### config.mk
export PLATFORM = sky130hd
export DESIGN_NAME = booth_seq_mult
export DESIGN_NICKNAME = d
export VERILOG_FILES = /design/src/rtl/booth_pkg.sv /design/src/rtl/booth_step.sv /design/src/rtl/booth_seq_mult.sv
export SDC_FILE = /design/constraint.sdc
export NUM_CORES = 1
export LEC_CHECK = 0
export ABC_CLOCK_PERIOD_IN_PS = 10250
export CORE_MARGIN = 1.5
export CORE_UTILIZATION = 40
export DETAILED_ROUTE_END_ITERATION = 7
export DONT_BUFFER_PORTS = 1
export PLACE_DENSITY = 0.58
export SLEW_MARGIN = 30
export SYNTH_ARGS = -nofsm -noshare
export SYNTH_HDL_FRONTEND = slang
export SYNTH_HIERARCHICAL = 1
export SYNTH_SLANG_ARGS = --single-unit
### constraint.sdc
create_clock -name clk -period 10.25 [get_ports clk]
set_clock_uncertainty 0.15 [all_clocks]
set_input_delay 1.5375 -clock clk [delete_from_list [all_inputs] [get_ports clk]]
set_output_delay 1.5375 -clock clk [all_outputs]
set_load 0.03 [all_outputs]
### src/rtl/booth_pkg.sv
// Shared types and helpers for the sequential Booth multiplier.
// Build option: define BOOTH_RADIX4_EN for radix-4 recoding (two bits per step).
package booth_pkg;

`ifdef BOOTH_RADIX4_EN
    localparam bit RADIX4 = 1'b1;
`else
    localparam bit RADIX4 = 1'b0;
`endif

    typedef enum logic [1:0] {
        IDLE,
        RUN,
        DONE
    } state_t;

    // Partial-product selection produced by the Booth recoder
    typedef enum logic [2:0] {
        ZERO,
        ADD1,
        SUB1,
        ADD2,
        SUB2
    } sel_t;

    // Number of recoding steps needed for one product
    function automatic int unsigned num_steps(input int unsigned width, input bit radix4);
        return radix4 ? (width / 2) : width;
    endfunction

    // Recode the low multiplier bits (including the appended Booth bit)
    function automatic sel_t booth_decode(input logic [2:0] bits, input bit radix4);
        sel_t sel;
        sel = ZERO;
        if (radix4) begin
            case (bits)
                3'b001, 3'b010: sel = ADD1;
                3'b011:         sel = ADD2;
                3'b100:         sel = SUB2;
                3'b101, 3'b110: sel = SUB1;
                default:        sel = ZERO;
            endcase
        end else begin
            case (bits[1:0])
                2'b01:   sel = ADD1;
                2'b10:   sel = SUB1;
                default: sel = ZERO;
            endcase
        end
        return sel;
    endfunction

endpackage

### src/rtl/booth_step.sv
// One combinational Booth iteration: add/subtract the selected multiple of M
// into A, then arithmetic-shift {A,Q} right by the radix step size.
module booth_step
    import booth_pkg::*;
#(
    parameter int unsigned WIDTH  = 16,
    parameter bit          RADIX4 = 1'b0,
    localparam int unsigned AW    = RADIX4 ? (WIDTH + 2) : (WIDTH + 1)
) (
    input  logic [AW-1:0]    a,
    input  logic [WIDTH:0]   q,
    input  logic [WIDTH-1:0] m,
    output logic [AW-1:0]    a_next,
    output logic [WIDTH:0]   q_next
);

    localparam int unsigned SH = RADIX4 ? 2 : 1;

    sel_t                    sel;
    logic [AW-1:0]           m1;
    logic [AW-1:0]           m2;
    logic [AW-1:0]           sum;
    logic signed [AW+WIDTH:0] cat;

    // Recode, accumulate the selected multiple, then shift the pair right
    always_comb begin
        sel = booth_decode(q[2:0], RADIX4);
        m1  = {{(AW - WIDTH){m[WIDTH-1]}}, m};
        m2  = {m1[AW-2:0], 1'b0};
        case (sel)
            ADD1:    sum = a + m1;
            SUB1:    sum = a - m1;
            ADD2:    sum = a + m2;
            SUB2:    sum = a - m2;
            default: sum = a;
        endcase
        cat = $signed({sum, q}) >>> SH;
        {a_next, q_next} = cat;
    end

endmodule

### src/rtl/booth_seq_mult.sv
// Sequential signed Booth multiplier with a start/done handshake.
// Build option: BOOTH_RADIX4_EN selects radix-4 (WIDTH/2 steps) instead of
// radix-2 (WIDTH steps); ports and results are identical in both builds.
module booth_seq_mult
    import booth_pkg::*;
#(
    parameter int unsigned WIDTH = 16
) (
    input  logic               clk,
    input  logic               rst,
    input  logic               start,
    input  logic [WIDTH-1:0]   multiplicand,
    input  logic [WIDTH-1:0]   multiplier,
    output logic               busy,
    output logic               done,
    output logic [2*WIDTH-1:0] product
);

    localparam int unsigned AW = RADIX4 ? (WIDTH + 2) : (WIDTH + 1);
    localparam int unsigned N  = num_steps(WIDTH, RADIX4);
    localparam int unsigned CW = (N > 1) ? $clog2(N) : 1;

`ifdef BOOTH_RADIX4_EN
    if ((WIDTH % 2) != 0) begin : g_odd_width
        $error("booth_seq_mult: WIDTH must be even for radix-4 recoding");
    end
`endif

    state_t           state;
    logic [CW-1:0]    cnt;
    logic [AW-1:0]    a_reg;
    logic [WIDTH:0]   q_reg;
    logic [WIDTH-1:0] m_reg;
    logic [AW-1:0]    a_nxt;
    logic [WIDTH:0]   q_nxt;

    booth_step #(
        .WIDTH  (WIDTH),
        .RADIX4 (RADIX4)
    ) u_step (
        .a      (a_reg),
        .q      (q_reg),
        .m      (m_reg),
        .a_next (a_nxt),
        .q_next (q_nxt)
    );

    // Control FSM plus datapath registers; all outputs are registered
    always_ff @(posedge clk or posedge rst) begin
        if (rst) begin
            state   <= IDLE;
            busy    <= 1'b0;
            done    <= 1'b0;
            product <= '0;
            cnt     <= '0;
            a_reg   <= '0;
            q_reg   <= '0;
            m_reg   <= '0;
        end else begin
            case (state)
                IDLE, DONE: begin
                    done <= 1'b0;
                    if (start) begin
                        state <= RUN;
                        busy  <= 1'b1;
                        cnt   <= '0;
                        a_reg <= '0;
                        q_reg <= {multiplier, 1'b0};
                        m_reg <= multiplicand;
                    end else begin
                        state <= IDLE;
                    end
                end
                RUN: begin
                    a_reg <= a_nxt;
                    q_reg <= q_nxt;
                    if (cnt == CW'(N - 1)) begin
                        // Capture from the step outputs so the product lands on the last step edge
                        state   <= DONE;
                        busy    <= 1'b0;
                        done    <= 1'b1;
                        product <= {a_nxt[WIDTH-1:0], q_nxt[WIDTH:1]};
                    end else begin
                        cnt <= cnt + 1'b1;
                    end
                end
                default: begin
                    state <= IDLE;
                    busy  <= 1'b0;
                    done  <= 1'b0;
                end
            endcase
        end
    end

endmodule
=== After elaboration in Yosys (flattened, before gate mapping) ===
Cells that the tools add are included.
Widths: inputs -> output; s select.

* Bits in latches: 0
* Flip-flop bits (word level): 90
* Logic and storage cells: 50
* Memories: 0
* Output and inout port bits: 34
* Input port bits: 35
* Memory bits (writable): 0
* Bits in read-only memories: 0

* Bitwise gates (word level): 0
* Reduce and logical (&&, ||, !) cells: 8
* Magnitude comparators: 0
* Mux-type cells: 17
* Shift-type cells: 0
* Div/mod/pow operators: 0
* Multiply operators: 0
* Add/sub/neg operators: 5
* Equal/unequal tests: 12

{| class="wikitable"
|+ Operators with widths
! operator !! count
|-
| $pmux 17 s2 || 2
|-
| $pmux 17 s4 || 1
|-
| $add 17x17->17 || 2
|-
| $mux 17 || 2
|-
| $sub 17x17->17 || 2
|-
| $eq 2x2->1 const B || 4
|-
| $mux 4 || 2
|-
| $pmux 2 s2 || 2
|-
| $pmux 4 s2 || 1
|-
| $reduce_and 2->1 || 4
|-
| $eq 2x1->1 const B || 3
|-
| $ne 2x2->1 const B || 3
|-
| $mux 1 || 5
|-
| $add 4x1->4 const B || 1
|-
| $eq 4x4->1 const B || 1
|-
| $eq 2x3->1 const B || 1
|-
| $reduce_and 3->1 || 1
|-
| $logic_not 2->1 || 1
|-
| $mux 2 || 1
|-
| $pmux 1 s2 || 1
|-
| $reduce_bool 2->1 || 1
|-
| $reduce_or 2->1 || 1
|}

=== Depth between registers and ports, before layout ===
Gate-level depths: netlist of run 1.

* Depth after elaboration: 5
* Gate-level depth with buffers: 17
* Mapped depth without buffers: 16

=== Modules after synthesis ===
The synthesis of run 1 kept the hierarchy.

{| class="wikitable"
|+ By module, submodules not included
! module !! cells an instance !! sequential area each (um^2) !! times used !! area each (um^2)
|-
| booth_seq_mult || 244 || 2252.2 || 1 || 3495.9
|-
| booth_step || 335 || 0.0 || 1 || 2392.3
|}

=== Worst setup path before layout of run 1 ===
OpenSTA, ideal clock, no wires.

* Path kind: reg-to-reg
* From: register m_reg[6]
* To: register a_reg[16]
* Path slack: 6.854 ns
* Arrival time: 3.125 ns
* Cell stages (with the launch flop): 16
* Path buffers: 1
* Library setup time: 0.121 ns
* Required time: 9.979 ns
* Clock period less this slack: 3.396 ns
* Cell sequence: dfrtp_1 > nor4_4 > nor3b_1 > and2_1 > a21oi_1 > xnor2_1 > ha_1 > nand4_1 > inv_1 > a221o_1 > a21oi_1 > xor2_1 > nand2b_1 > o211ai_1 > buf_4 > a22o_1

* Cells in the longest elaborated chain, start to end: 3
* Elaborated cells on any way between the ends: 6
* Classes of those cells: add/sub: 4; mux: 2

{| class="wikitable"
|+ RTL lines
! what !! RTL line !! text
|-
| start, declared || booth_seq_mult.sv:33 || <nowiki>logic [WIDTH-1:0] m_reg;</nowiki>
|-
| start signal, assigned || booth_seq_mult.sv:69 || <nowiki>m_reg <= multiplicand;</nowiki>
|-
| $sub 17x17->17, or another cell as far along || booth_step.sv:34 || <nowiki>SUB2: sum = a - m2;</nowiki>
|-
| $pmux 17 s4 (*) || booth_step.sv:30 || <nowiki>case (sel)</nowiki>
|-
| net a_nxt[15] || booth_seq_mult.sv:34 || <nowiki>logic [AW-1:0] a_nxt;</nowiki>
|-
| $pmux 17 s2 (*) || booth_seq_mult.sv:60 || <nowiki>case (state)</nowiki>
|-
| end signal, assigned || booth_seq_mult.sv:75 || <nowiki>a_reg <= a_nxt;</nowiki>
|-
| end, declared || booth_seq_mult.sv:31 || <nowiki>logic [AW-1:0] a_reg;</nowiki>
|}

The timed path passes the listed nets; every way through them passes the cells marked *.
A chain may end at the register's enable or synchronous reset.

=== Worst setup path in the final report of run 1 ===
* From: register m_reg[1]
* To: register product[31]

* Cells in the longest elaborated chain, start to end: 2
* Elaborated cells on any way between the ends: 5
* Classes of those cells: add/sub: 4; mux: 1

{| class="wikitable"
|+ RTL lines
! what !! RTL line !! text
|-
| $sub 17x17->17, or another cell as far along || booth_step.sv:34 ||
|-
| $pmux 17 s4 (*) || booth_step.sv:30 ||
|-
| net a_nxt[15] || booth_seq_mult.sv:34 ||
|-
| end signal, assigned || booth_seq_mult.sv:82 || <nowiki>product <= {a_nxt[WIDTH-1:0], q_nxt[WIDTH:1]};</nowiki>
|-
| end, declared || booth_seq_mult.sv:16 || <nowiki>output logic [2*WIDTH-1:0] product</nowiki>
|}

Marks and branches as above.

==> out/qor.txt, run 1 <==
Initial antenna violation count -> 1
TNS Setup -> 0 ns
Post-cts resize count -> 0
FMAX -> 0.251 GHz
Layout cell share with drive strength beyond 1 -> 0.156
DIE WIDTH -> 124 um
Clk Latency, worst-skew pair -> 0.35 ns
DRC violations left -> 0
Final hold vios -> 0
H-tree levels -> 3
Layout area overhead -> 4.40%
Synthesized flop and latch total -> 90
Port bufs -> 0
# nets final -> 624
Worst Hold Launch -> cnt[0]$_DFFE_PP0P_
Synth warn -> 6
Placed Instances -> 724
Clock Tree Root -> clkbuf_16
Synth area leader -> dfrtp_1
First-pass GRT wire length -> 23,300 um
Post-CTS setup buffers -> 0
Via count -> 4,300
Syn_nets -> 652
Status -> finished clean
Post-synth EDFFs -> 0
Ys async rst share -> 1.00
Slew HR -> 0.471
GPL Wtd Cong -> 0.895
Rows -> 44
Syn Area/Cell -> 10.2 um^2
Worst-path fanout max -> 7
Slew Viols, Final -> 0
Hold Path Stages -> 1
Final-report setup violation count -> 0
Clock Path Buffers -> 2
I/O pin count -> 69
Count leader, synth -> dfrtp_1
Routed WL -> 13,900 um
Total CTS buffers -> 9
Initial DRC count -> 318
Min-delay worst type -> reg2reg
Fin crit period -> 3.98 ns
RSZ-0062 raised after global routing -> false
Max reg flops -> 32
Clk slew on worst S/H paths -> 0.06 ns
Worst-margin pin slew -> 0.794 ns
Required time worst endpoint -> 10.33 ns
Die Area -> 15,500 um^2
Pin count of the biggest net entering global routing -> 62
Count of cell types in the netlist -> 62
Hold EP -> cnt[0]$_DFFE_PP0P_
CP peak stage delay -> 0.53 ns
R2r endpoint -> product[31]$_DFFE_PP0P_
Synth Flop Type -> dfrtp_1
Mapped Cells -> 579
Critical path type -> reg2reg
Placeable Area -> 14,500 um^2
Cell Chain, Critical Path -> nor3_1 -> a41o_1 -> o21ai_0 -> xnor2_1 -> ha_1 -> a21o_1 -> a21o_1 -> a221o_1 -> a21oi_1 -> xor2_1 -> nand2b_1 -> o211ai_1 -> mux2_2
Critical R2R Launch -> m_reg[1]$_DFFE_PP0P_
Vias per Instance -> 5.80
Overflow after GRT -> 0
CTS Hold Bufs -> 0
CTS tree -> built
Die height -> 124 um
Post-Syn Area -> 5890 um^2
Most common cell on crit path -> a21o_1
CP max stage cell -> nor3_1
Synth top area cells -> dfrtp_1, mux2_2, ha_1
First-pass DRT Iterations -> 5
CP endpoint kind -> register
Initial core utilization -> 0.407
FF-to-FF setup slack -> 6.27 ns
Sequential fraction of the synthesis area -> 0.382
CP arrival -> 4.06 ns
Vias in the first global route -> 4,331
Non-Filler Instances -> 741
Antenna Violating Nets Remaining -> 0
Global Route Usage Sum -> 0.188
R2r worst-path depth -> 13
Tcrit/Tclk final -> 0.388
Startpoint Class -> register
Fillers -> 1,393
WL/cell -> 18.8 um
Max_cap viols -> 0
Post-DP HPWL -> 9900 um
Share of Yosys cell area claimed by the top area cell type -> 0.382
Synth top cells by count -> dfrtp_1, a21oi_1, mux2_2, inv_1, ha_1
CTS sink count -> 90
-- per-stage QoR --
stage                     area (um^2)   util  hold slack, ns  worst slack, ns
after global routing             6150  0.425           0.401             5.99
after floorplan                  5890      -           0.323             6.23
final                            6150  0.425           0.376             6.27
after global placement           5820  0.402           0.347             6.36
after CTS                        6130  0.424           0.378             6.27
after detailed placement         5820  0.402           0.367             6.29
-- area by class of cell --
type	count	area (um^2)	area share
clock buffer	12	236	0.0385
multi-input combinational	404	3160	0.515
antenna	1	2.50	0.000407
inverter	43	163	0.0265
sequential	90	2250	0.366
tap	184	230	0.0375
clock inverter	4	76.3	0.0124
timing repair buffer	3	22.5	0.00366
-- placed cells by master, fill, tap and decap left out, types with 3 or more instances in the layout --
cell and instances:
o211ai_1 5, dfrtp_1 90, o21a_1 5, o21bai_1 5, xnor2_1 27, a22o_1 18, nor2_1 26, a211oi_1 8
buf_4 3, or3_1 3, clkbuf_1 3, nand2_1 13, nand2b_1 7, mux2_2 52, ha_1 36, mux2i_1 4
a21oi_1 52, nor4_1 5, inv_1 42, nor3_1 15, clkbuf_16 9, xor2_1 9, nand4_1 4, a21o_1 9
nand3b_1 3, o21ai_0 24, o22ai_1 18, a31oi_1 4, nand3_1 11
-- worst max-delay path: cells and delay by family (launching register included) --
family / cells / cell delay [ns]
compound gates: 7 / 1.42
xor+xnor: 2 / 0.43
fa+ha+maj: 1 / 0.39
flops: 1 / 0.47
mux: 1 / 0.31
simple gates: 2 / 0.68
-- kinds of logic after synthesis --
group                      Yosys count  synth area share
AOI/OAI and AO/OA                  168             0.191
and+or+nand+nor                    106             0.100
DFF                                 90             0.382
buffers and inverters               85            0.0827
muxes                               56             0.106
adders and majority gates           38            0.0833
xor gates and xnor gates            36            0.0535
-- per-layer routing --
| layer | global-route usage | routed length [um] | vias up |
|---|---|---|---|
| met5 | 0 | 0 | - |
| met4 | 0.0757 | 261 | 0 |
| met3 | 0.0326 | 637 | 17 |
| met2 | 0.285 | 6380 | 96 |
| met1 | 0.268 | 6630 | 2155 |
| li1 | - | - | 2032 |
-- how the worst max path moves through the flow --
stage / start / depth (start not counted) / endpoint
after CTS: m_reg[1]$_DFFE_PP0P_ / 13 / product[31]$_DFFE_PP0P_
after floorplan: rst / 1 / a_reg[0]$_DFFE_PP0P_
after global placement: m_reg[1]$_DFFE_PP0P_ / 13 / product[31]$_DFFE_PP0P_
after global routing: m_reg[1]$_DFFE_PP0P_ / 13 / product[31]$_DFFE_PP0P_
final: m_reg[1]$_DFFE_PP0P_ / 13 / product[31]$_DFFE_PP0P_
after detailed placement: m_reg[1]$_DFFE_PP0P_ / 13 / product[31]$_DFFE_PP0P_
Power of run 1 is not shown: default switching activity piles up to over one toggle a cycle in this logic, so the estimate is an artifact.
==> inputs of run 2 (changes only) <==
--- a/config.mk
+++ b/config.mk
@@ -5,7 +5,7 @@
 export SDC_FILE = /design/constraint.sdc
 export NUM_CORES = 1
 export LEC_CHECK = 0
-export ABC_CLOCK_PERIOD_IN_PS = 10250
+export ABC_CLOCK_PERIOD_IN_PS = 3800
 export CORE_MARGIN = 1.5
 export CORE_UTILIZATION = 40
 export DETAILED_ROUTE_END_ITERATION = 7
==> constraint.sdc (replaced) <==
create_clock -name clk -period 3.8 [get_ports clk]
set_clock_uncertainty 0.15 [all_clocks]
set_input_delay 0.57 -clock clk [delete_from_list [all_inputs] [get_ports clk]]
set_output_delay 0.57 -clock clk [all_outputs]
set_load 0.03 [all_outputs]
==> out/qor.txt, run 2 (synthesis results as in run 1) <==
Vias in the first global route -> 4,565 (+5.4%)
Cell Chain, Critical Path -> nor3_1 -> a41o_1 -> o21ai_0 -> xnor2_1 -> ha_1 -> a21o_1 -> a21o_1 -> a221o_1 -> a21oi_1 -> xor2_1 -> nand2b_1 -> o211ai_1 -> mux2_2
Final hold vios -> 0 (unchanged)
Placeable Area -> 14,500 um^2 (unchanged)
Slew HR -> 0.619 (+0.148)
Required time worst endpoint -> 3.89 ns (-6.44 ns)
Max reg flops -> 32 (unchanged)
WL/cell -> 18.5 um (-1.5%)
Layout cell share with drive strength beyond 1 -> 0.178 (+0.0210)
Initial antenna violation count -> 2 (+1)
Die Area -> 15,500 um^2 (unchanged)
Via count -> 4,366 (+1.5%)
Antenna Violating Nets Remaining -> 0 (unchanged)
First-pass DRT Iterations -> 5 (unchanged)
Clock Tree Root -> clkbuf_16
CP endpoint kind -> register
Pin count of the biggest net entering global routing -> 36 (-42%)
Worst-path fanout max -> 7 (unchanged)
CP arrival -> 3.68 ns (-0.38 ns)
Most common cell after layout, fill and taps aside -> dfrtp_1
Area of the multi-input gates -> 3160 um^2 (about the same)
Post-DP HPWL -> 10,200 um (+3.0%)
CP max stage cell -> dfrtp_1
H-tree levels -> 3 (unchanged)
DIE WIDTH -> 124 um (unchanged)
Tcrit/Tclk final -> 0.946 (+0.557)
Initial DRC count -> 265 (-17%)
Fin crit period -> 3.59 ns (-0.387 ns)
Critical path type -> reg2reg
Register Area -> 2250 um^2 (unchanged)
Fillers -> 1,379 (-1.0%)
Rows -> 44 (unchanged)
TNS Setup -> 0 ns (unchanged)
Commonest non-fill, non-tap cells in the layout -> dfrtp_1, mux2_2, a21oi_1
Status -> finished clean
Clk slew on worst S/H paths -> 0.07 ns (about the same)
Total CTS buffers -> 9 (unchanged)
Routed WL -> 14,000 um (+0.35%)
First-pass GRT wire length -> 23,400 um (+0.68%)
FMAX -> 0.278 GHz (+11%)
Max_cap viols -> 0 (unchanged)
Clock Path Buffers -> 2 (unchanged)
DRC violations left -> 0 (unchanged)
Slew Viols, Final -> 0 (unchanged)
Most common cell on crit path -> a21o_1
RSZ-0062 raised after global routing -> false
Vias per Instance -> 5.78 (-0.35%)
Post-CTS setup buffers -> 0 (unchanged)
CTS sink count -> 90 (unchanged)
Worst-margin pin slew -> 0.572 ns (-0.222 ns)
Min-delay worst type -> in2reg
I/O pin count -> 69 (unchanged)
Port bufs -> 0 (unchanged)
Overflow after GRT -> 0 (unchanged)
Initial core utilization -> 0.407 (unchanged)
Final-report setup violation count -> 0 (unchanged)
Die height -> 124 um (unchanged)
Global Route Usage Sum -> 0.188 (about the same)
Startpoint Class -> register
# nets final -> 637 (+2.1%)
Clk Latency, worst-skew pair -> 0.35 ns (about the same)
CP peak stage delay -> 0.44 ns (-0.09 ns)
GPL Wtd Cong -> 0.853 (-4.7%)
Layout area overhead -> 5.95%
CTS tree -> built
run 2: repair_timing:
item / 4_1_cts / 5_1_grt
setup endpoints to repair: 0 / 9
resized for setup: 0 / 2
hold buffers: 1 / 0
hold endpoints to repair: 20 / 0
run 2: critical path, delay by kind of cell, from the launching register on:
kind,cells,cell delay (ns)
XOR/XNOR,2,0.34
flip-flops,1,0.44
AO/OA/AOI/OAI,7,1.38
AND/OR/NAND/NOR,2,0.50
adder cells (fa/ha/maj),1,0.37
multiplexers,1,0.29
run 2: per-stage QoR:
| stage | utilization | setup slack (ns) | cell area [um^2] | cells | hold WS, ns |
|---|---|---|---|---|---|
| floorplan | - | 0.404 | 5890 | 579 | 0.323 |
| global placement | 0.408 | 0.218 | 5910 | 736 | 0.281 |
| detailed placement | 0.408 | 0.208 | 5910 | 736 | 0.291 |
| CTS | 0.430 | 0.176 | 6220 | 753 | 0.204 |
| global route | 0.431 | 0.00212 | 6240 | 755 | 0.209 |
| finish | 0.431 | 0.206 | 6240 | 755 | 0.214 |
run 2: final cells by class:
type | instances | share of cell area
clock inverters | 4 | 0.00923
clock buffers | 12 | 0.0395
flip-flops and latches | 90 | 0.361
diodes | 2 | 0.000802
repair buffers | 16 | 0.0197
well taps | 184 | 0.0369
multi-input cells | 404 | 0.507
inverters | 43 | 0.0261
run 2: worst paths after layout:
kind                                       from                       to  slack [ns]  depth (start not counted)
min in group asynchronous                   rst   product[9]$_DFFE_PP0P_        0.49                          2
setup reg to reg           m_reg[1]$_DFFE_PP0P_  product[31]$_DFFE_PP0P_        0.21                         13
hold / removal                  multiplicand[2]     m_reg[2]$_DFFE_PP0P_        0.21                          1
max in group asynchronous                   rst    m_reg[10]$_DFFE_PP0P_        2.23                          3
setup / recovery           m_reg[1]$_DFFE_PP0P_  product[31]$_DFFE_PP0P_        0.21                         13
hold reg to reg              cnt[0]$_DFFE_PP0P_       cnt[0]$_DFFE_PP0P_        0.36                          1
run 2: routing by layer:
metal / share of wire / track usage / vias to the layer above
met4: 0.015 / 0.0757 / 0
met2: 0.47 / 0.301 / 153
met1: 0.45 / 0.247 / 2139
li1: - / - / 2058
met5: 0 / 0 / -
met3: 0.065 / 0.0430 / 16
Power of run 2 is left out for the same reason.
==> inputs of run 3 (changes only) <==
--- a/config.mk
+++ b/config.mk
@@ -6,6 +6,7 @@
 export NUM_CORES = 1
 export LEC_CHECK = 0
 export ABC_CLOCK_PERIOD_IN_PS = 3800
+export CAP_MARGIN = 0
 export CORE_MARGIN = 1.5
 export CORE_UTILIZATION = 40
 export DETAILED_ROUTE_END_ITERATION = 7
==> results of run 3 <==
Same layout as run 2: the final DEF is identical, and so are final timing and power.
Power of run 3 is left out for the same reason.
